**src/rtl/pipe_hazard_ctrl.sv**
```systemverilog
// Stall/forward controller: shifts per-instruction write records with
// self-decrementing Tnew through NSTAGE post-decode stages, plus a mult/div busy counter.
module pipe_hazard_ctrl #(
    parameter int  NSTAGE  = 3,
    parameter int  AW      = 5,
    parameter int  TW      = 2,
    parameter int  MUL_CYC = 5,
    parameter int  DIV_CYC = 10,
    localparam int FW      = $clog2(NSTAGE + 1)
) (
    input  logic          clk,
    input  logic          reset,
    input  logic          d_valid,
    input  logic [AW-1:0] d_rs,
    input  logic [AW-1:0] d_rt,
    input  logic [TW-1:0] d_tuse_rs,
    input  logic [TW-1:0] d_tuse_rt,
    input  logic [AW-1:0] d_a3,
    input  logic [TW-1:0] d_tnew,
    input  logic          d_md_start,
    input  logic          d_md_div,
    input  logic          d_md_use,
    output logic          stall,
    output logic [FW-1:0] fwd_d_rs,
    output logic [FW-1:0] fwd_d_rt,
    output logic [FW-1:0] fwd_e_rs,
    output logic [FW-1:0] fwd_e_rt,
    output logic [FW-1:0] fwd_m_rt,
    output logic          md_busy,
    output logic [31:0]   stall_cnt
);
    localparam int            CW        = $clog2(DIV_CYC + 1);
    localparam logic [TW-1:0] TUSE_NONE = '1;

    typedef struct packed {
        logic          valid;
        logic [AW-1:0] a3;
        logic [TW-1:0] tnew;
        logic [AW-1:0] rs;
        logic [AW-1:0] rt;
        logic [TW-1:0] tuse_rs;
        logic [TW-1:0] tuse_rt;
    } rec_t;

    rec_t          rec [1:NSTAGE];
    rec_t          d_rec;
    logic [CW-1:0] md_cnt;
    logic          op_stall;
    logic          md_stall;

    function automatic rec_t age(input rec_t r);
        rec_t o;
        o = r;
        if (r.tnew != '0) o.tnew = r.tnew - 1'b1;
        return o;
    endfunction

    // Youngest matching writer beyond consumer stage k (sel = 0 when none);
    // scanning oldest-to-youngest lets the youngest overwrite the result.
    function automatic void find(input logic [AW-1:0] x, input int unsigned k,
                                 output logic [FW-1:0] sel, output logic [TW-1:0] tn);
        sel = '0;
        tn  = '0;
        for (int unsigned i = 0; i < NSTAGE; i++) begin
            if ((NSTAGE - i) > k && rec[NSTAGE-i].valid &&
                rec[NSTAGE-i].a3 == x && x != '0) begin
                sel = FW'(NSTAGE - i);
                tn  = rec[NSTAGE-i].tnew;
            end
        end
    endfunction

    function automatic logic [FW-1:0] fwd(input logic [AW-1:0] x, input logic [TW-1:0] tuse,
                                          input int unsigned k);
        logic [FW-1:0] sel;
        logic [TW-1:0] tn;
        find(x, k, sel, tn);
        return (tuse != TUSE_NONE && tn == '0) ? sel : '0;
    endfunction

    function automatic logic hazard(input logic [AW-1:0] x, input logic [TW-1:0] tuse);
        logic [FW-1:0] sel;
        logic [TW-1:0] tn;
        find(x, 0, sel, tn);
        return (tuse != TUSE_NONE) && (sel != '0) && (tn > tuse);
    endfunction

    assign md_busy = (md_cnt != '0);

    always_comb begin
        d_rec = '{valid: d_valid, a3: d_a3, tnew: d_tnew, rs: d_rs, rt: d_rt,
                  tuse_rs: d_tuse_rs, tuse_rt: d_tuse_rt};
        op_stall = hazard(d_rs, d_tuse_rs) | hazard(d_rt, d_tuse_rt);
        md_stall = md_busy & (d_md_start | d_md_use);
        stall    = op_stall | md_stall;
        fwd_d_rs = fwd(d_rs, d_tuse_rs, 0);
        fwd_d_rt = fwd(d_rt, d_tuse_rt, 0);
        fwd_e_rs = fwd(rec[1].rs, rec[1].tuse_rs, 1);
        fwd_e_rt = fwd(rec[1].rt, rec[1].tuse_rt, 1);
        fwd_m_rt = fwd(rec[2].rt, rec[2].tuse_rt, 2);
    end

    always_ff @(posedge clk or negedge reset) begin
        if (!reset) begin
            for (int unsigned s = 1; s <= NSTAGE; s++) rec[s] <= '0;
            md_cnt    <= '0;
            stall_cnt <= '0;
        end else begin
            if (stall) rec[1] <= '0;
            else       rec[1] <= d_rec;
            for (int unsigned s = 2; s <= NSTAGE; s++) rec[s] <= age(rec[s-1]);

            if (d_valid && !stall && d_md_start)
                md_cnt <= d_md_div ? CW'(DIV_CYC) : CW'(MUL_CYC);
            else if (md_busy)
                md_cnt <= md_cnt - 1'b1;

            if (stall && stall_cnt != '1) stall_cnt <= stall_cnt + 1'b1;
        end
    end
endmodule

```
**config.mk**
```make
export PLATFORM = sky130hd
export DESIGN_NAME = pipe_hazard_ctrl
export DESIGN_NICKNAME = d
export VERILOG_FILES = /design/src/rtl/pipe_hazard_ctrl.sv
export SDC_FILE = /design/constraint.sdc
export NUM_CORES = 1
export LEC_CHECK = 0
export ABC_AREA = 1
export CAP_MARGIN = 20
export CORE_ASPECT_RATIO = 1.4
export CORE_MARGIN = 10
export CORE_UTILIZATION = 55
export DETAILED_ROUTE_END_ITERATION = 6
export PLACE_DENSITY = 0.88
export SYNTH_ARGS = -nofsm -noshare
export SYNTH_HDL_FRONTEND = slang
export SYNTH_SLANG_ARGS = --single-unit
```
**constraint.sdc**
```tcl
create_clock -name clk -period 4 [get_ports clk]
set_input_delay 0.6 -clock clk [delete_from_list [all_inputs] [get_ports clk]]
set_output_delay 0.6 -clock clk [all_outputs]
set_load 0.01 [all_outputs]
```
==> results.md, run 1 <==
* Status: finished clean
* Port Buf Inserts at 70
* Mapped Avg Cell Area at 7.37 um2
* Initial Utilization at 56.2%
* Area Growth Syn to Fin at 27.1%
* Die X at 98.8 um
* Top cells by instance count after synthesis: nand2_1, dfrtp_1, nor2_1
* Rel. slew slack at 54.6%
* Initial antenna violation count at 0
* Slew @ Worst Pin at 0.675 ns
* EDFF count, synth at 0
* Top cells by area, synth: dfrtp_1, nand2_1, xor2_1
* Crit end category: primary output
* Global-route wire length before repair at 24,300 um
* Number of CTS-inserted buffers at 9
* Worst Path Required at 3.40 ns
* Num rows at 40
* Cells after Synth at 648
* Unrepaired setup endpoints after global routing: false
* CTS tree: built
* Most common cell in the netlist: nand2_1
* Worst r2r src: rec[41]
* Post-synth top flop: dfrtp_1
* Final setup TNS at 0 ns
* Minimum clock period after layout at 3.77 ns
* Unique masters post-synth at 33
* Fin. Hold Viols at 0
* Pleak at 3.10 nW
* Signal arrival time at the worst endpoint at 3.17 ns
* Final-report setup violation count at 0
* MaxCap Viol Count at 0
* Total power at 2.92 mW
* FFs w/ async S/R, synth at 100%
* Antenna cells at 0
* Worst Setup Slack, final at 0.226 ns
* CP Cell Sequence: clkdlybuf4s50_1, inv_2, nand2_1, nand2_1, inv_1, nand2_1, nor2_2, nand2_1, inv_1, nor2_2, nand2_1, inv_1, o22ai_2, inv_1, ha_1, a221oi_2, nand2_2, nand3_4, clkbuf_2
* Crit path launch: d_rt[1]
* Fmax at 265 MHz
* Fin Clk Skew at 0.00780 ns
* Mapped Area at 4780 um2
* Slowest-stage cell, CP: clkdlybuf4s50_1
* Skew-Pair Late Insertion Delay at 0.34 ns
* Overall Global Routing Usage at 23.5%
* Root buffer cell: clkbuf_16
* DR vias/cell at 5.50
* H-tree levels at 3
* DRT antenna net count at 0
* Slew Viols, Final at 0
* DR WL/cell at 17.5 um
* CTS sink count at 81
* Routability cong. at 0.970
* Nets at 778
* Synth top area share at 42.4%
* Vias in the first global route at 4,979
* PwrDens at 481 nW/um2
* Yosys warns at 0
* Hold_ws at 0.126 ns
* Pre-antenna DRT Iters at 5
* Via count at 4,691
* CTS Buffer Depth at 2
* Die Footprint at 12,900 um2
* Slowest stage delay, CP at 0.52 ns
* Final Core Density at 71.4%
* Pin count of the biggest net entering global routing at 82
* Die Y at 130 um
* CP Max Fanout at 5
* Tcrit/Tclk final at 94.3%
* Place WS at -0.327 ns
* Reg clk slew, reported paths at 0.06 ns
* Ratio of cells with drive above 1 in the final layout at 11.0%
* Most used cell, CP: nand2_1
* Yosys top cell by area: dfrtp_1
* Syn nets at 682
* GR Overflow Total at 0
* Worst vdd ir at 0.388 mV
* Post-CTS Setup Bufs at 0
* Core outline area at 8510 um2
* Crit Path Class: in2out
* Dpl hpwl at 11,400 um
* Min-delay worst type: in2async
* Worst setup SP type: input port
* Post-route DRC violation count at 0
* Final wirelength at 14,900 um
* Yosys reg bits at 81
* Seq/Total Area, Yosys at 42.4%
* Drt first-iter violations at 262
* Number of I/O pins at 71
==> layer usage <==
layer	vias up	share of wire (%)	global-route usage, %
met5	-	0	0
met4	0	5.7	14.1
met3	64	5.6	5.87
met2	200	53	43.8
met1	2191	36	22.6
li1	2236	-	-
==> layout by cell type, fill, tap and decap left out, drive strengths merged, types with 12 or more instances in the layout <==
| cell | instances |
|---|---|
| nor4 | 12 |
| buf | 25 |
| nor2 | 90 |
| a21oi | 15 |
| nand3 | 29 |
| xor2 | 36 |
| nor3 | 15 |
| dfrtp | 81 |
| nand2 | 192 |
| clkbuf | 12 |
| clkdlybuf4s50 | 65 |
| nand4 | 14 |
| xnor2 | 13 |
| inv | 96 |
| o21ai | 24 |
==> worst paths after layout <==
kind | slack (ns) | cells past startpoint | endpoint
hold reg to reg | 0.39 | 0 | rec[23]
hold / removal | 0.13 | 1 | rec[29]
setup / recovery | 0.23 | 19 | stall
max in group asynchronous | 3.26 | 2 | stall_cnt[31]
min in group clk | 0.39 | 0 | rec[23]
setup reg to reg | 0.61 | 22 | stall_cnt[2]
==> final cells by class <==
cell class / instances / area (um2)
inverter: 95 / 357
clock inverter: 4 / 27.5
tap: 105 / 131
fill: 694 / 2430
sequential: 81 / 2030
multi-input combinational: 463 / 2360
timing repair buffer: 94 / 922
clock buffer: 11 / 253
==> stage by stage <==
| stage | cell area, um2 | cells |
|---|---|---|
| 6_report | 6070 | 853 |
| 3_3_place_gp | 5750 | 837 |
| 4_1_cts | 6030 | 852 |
| 3_5_place_dp | 5750 | 837 |
| 5_1_grt | 6070 | 853 |
| 2_1_floorplan | 4780 | 648 |
==> report_power, final <==
part           switching, mW  internal (mW)  leakage [nW]
logic                  0.525          0.419          1.87
registers              0.209          0.977          1.08
clock network          0.341          0.452         0.142
total                   1.07           1.85          3.10
==> sequential cells by signal (all words and copies together) (netlist names) <==
signal / flops
md_cnt: 4
rec: 45
stall_cnt: 32
==> cells by family (layout without fill, tap and decap cells) <==
group	after synthesis	count (layout)	share of synthesized area, %
AO/OA/AOI/OAI	53	53	6.34
buffers and inverters	104	204	8.64
adder cells (fa/ha/maj)	7	7	1.83
flip-flops	81	81	42.4
XOR/XNOR	49	49	8.98
AND/OR/NAND/NOR	354	354	31.8
==> repair_timing <==
item,in CTS,in global routing
hold buffers,0,0
setup endpoints to repair,1,10
pin swaps,1,2
gates resized for setup,3,7
==> critical path, delay by kind of cell <==
kind	cells	cell delay (ns)
buffers and inverters	7	1.02
AND/OR/NAND/NOR	9	0.77
AO/OA/AOI/OAI	2	0.47
adder cells (fa/ha/maj)	1	0.32
Power figures use the tool's default switching activity.
==> inputs of run 2 (changes only) <==
GPL_TIMING_DRIVEN = 0   (was default)
==> results.md, run 2 (synthesis gave the netlist of run 1 again) <==
* Status: finished clean
* Most frequent cells in the layout: nand2_1, dfrtp_1, nor2_1
* Pin count of the biggest net entering global routing at 56 (-32%)
* Nets at 764 (-1.8%)
* Slew Viols, Final at 0 (unchanged)
* Tcrit/Tclk final at 96.3% (+2.0 points)
* CP Max Fanout at 6 (+1)
* Core outline area at 8510 um2 (unchanged)
* Initial Utilization at 56.2% (unchanged)
* DR WL/cell at 17.1 um (-2.1%)
* Rel. slew slack at 63.1% (+8.5 points)
* CTS sink count at 81 (unchanged)
* Signal arrival time at the worst endpoint at 3.25 ns (+0.08 ns)
* Crit end category: primary output
* DRT antenna net count at 0 (unchanged)
* Drt first-iter violations at 221 (-16%)
* Skew-Pair Late Insertion Delay at 0.34 ns (about the same)
* Num rows at 40 (unchanged)
* Area Growth Syn to Fin at 24.5%
* Total power at 2.91 mW (-0.56%)
* Max FFs per register at 45 (unchanged)
* Biggest regs: rec x45, stall_cnt x32, md_cnt x4
* H-tree levels at 3 (unchanged)
* Dpl hpwl at 11,000 um (-3.3%)
* Min-delay worst type: in2async
* Ratio of cells with drive above 1 in the final layout at 9.82% (-1.1 points)
* Number of CTS-inserted buffers at 9 (unchanged)
* Fillcell total at 695 (+0.14%)
* Unrepaired setup endpoints after global routing: false
* Port Buf Inserts at 70 (unchanged)
* CTS Buffer Depth at 2 (unchanged)
* Reg with most FFs: rec
* Die Footprint at 12,900 um2 (unchanged)
* Number of I/O pins at 71 (unchanged)
* Reg clk slew, reported paths at 0.06 ns (about the same)
* Antenna cells at 0 (unchanged)
* Final-report setup violation count at 0 (unchanged)
* Pre-antenna DRT Iters at 5 (unchanged)
* Die Y at 130 um (unchanged)
* Minimum clock period after layout at 3.85 ns (+0.0799 ns)
* Worst setup SP type: input port
* PwrDens at 489 nW/um2 (+1.5%)
* Fin Clk Skew at 0.00611 ns (-0.00169 ns)
* Routability cong. at 0.968 (-0.21%)
* CTS tree: built
* Final wirelength at 14,300 um (-3.8%)
* Post-route DRC violation count at 0 (unchanged)
* Overall Global Routing Usage at 22.6% (-0.95 points)
* Worst vdd ir at 0.386 mV (-0.34%)
* Crit Path Class: in2out
* Root buffer cell: clkbuf_16
* Fmax at 259 MHz (-2.1%)
* Fin. Hold Viols at 0 (unchanged)
* Initial antenna violation count at 0 (unchanged)
* Via count at 4,600 (-1.9%)
* GR Overflow Total at 0 (unchanged)
* Global-route wire length before repair at 23,400 um (-3.9%)
* Pleak at 3.03 nW (-2.3%)
* Die X at 98.8 um (unchanged)
* Most common cell after layout, fill and taps aside: nand2_1
* Slew @ Worst Pin at 0.554 ns (-0.121 ns)
* Hold_ws at 0.178 ns (+0.0528 ns)
* Vias in the first global route at 4,834 (-2.9%)
* MaxCap Viol Count at 0 (unchanged)
* Worst Path Required at 3.40 ns (about the same)
* DR vias/cell at 5.49 (-0.18%)
[run 2: report_power, final]
group	leakage, nW	switching, mW	internal, mW
logic	1.80	0.524	0.397
clock network	0.144	0.319	0.490
registers	1.08	0.198	0.978
total	3.03	1.04	1.86
[run 2: critical path, stage by stage]
cell and delay (ns):
clkdlybuf4s50_1 0.55, inv_2 0.10, nand2_1 0.08, nand4_1 0.11, nor2_2 0.20, nand2_2 0.11, inv_2 0.09, nor2_2 0.06
nand2_1 0.06, nand3_1 0.06, o21ai_0 0.12, inv_1 0.10, ha_1 0.33, a21oi_1 0.10, a221oi_2 0.20, nand2_2 0.13
nand3_4 0.11, clkbuf_2 0.15
[run 2: stage by stage]
| step | TNS [ns] | instances | setup WS (ns) | util [%] | area [um2] |
|---|---|---|---|---|---|
| 3_3_place_gp | -39.99 | 823 | -0.810 | 65.9 | 5610 |
| 6_report | 0 | 838 | 0.146 | 69.9 | 5950 |
| 5_1_grt | 0 | 838 | 0.00824 | 69.9 | 5950 |
| 2_1_floorplan | 0 | 648 | 0.778 | - | 4780 |
| 4_1_cts | 0 | 838 | 0.0356 | 69.8 | 5940 |
| 3_5_place_dp | -0.949 | 824 | -0.949 | 66.2 | 5640 |
[run 2: timing repair]
item	4_1_cts	5_1_grt
hold buffers	0	0
pin swaps	1	2
endpoints found under the setup margin	1	2
resized for setup	10	8
gates cloned	0	0
buffers inserted	1	0
[run 2: final timing paths]
kind | cells past startpoint | slack [ns] | end | start
max | 18 | 0.15 | stall | d_rs[1]
min | 1 | 0.18 | stall_cnt[23] | reset
max reg2reg | 20 | 0.55 | stall_cnt[25] | rec[20]
min reg2reg | 0 | 0.37 | rec[18] | rec[40]
max in group asynchronous | 2 | 3.22 | stall_cnt[17] | reset
min in group clk | 0 | 0.37 | rec[18] | rec[40]
[run 2: metal layers]
metal  track usage [%]  up-vias  wire length, um
met5                 0        -                0
met4              15.9        0              872
met3              5.45       61              787
met2              40.7      170             7450
met1              22.0     2163             5210
li1                  -     2206                -
[run 2: cell type report]
| type | count | area, um2 | share of cell area, % |
|---|---|---|---|
| inverter | 95 | 357 | 5.99 |
| timing repair buffer | 72 | 729 | 12.3 |
| sequential | 81 | 2030 | 34.1 |
| tap | 105 | 131 | 2.21 |
| multi-input combinational | 463 | 2370 | 39.8 |
| clock inverter | 4 | 45.0 | 0.757 |
| clock buffer | 10 | 239 | 4.02 |
| buffer | 8 | 52.6 | 0.883 |
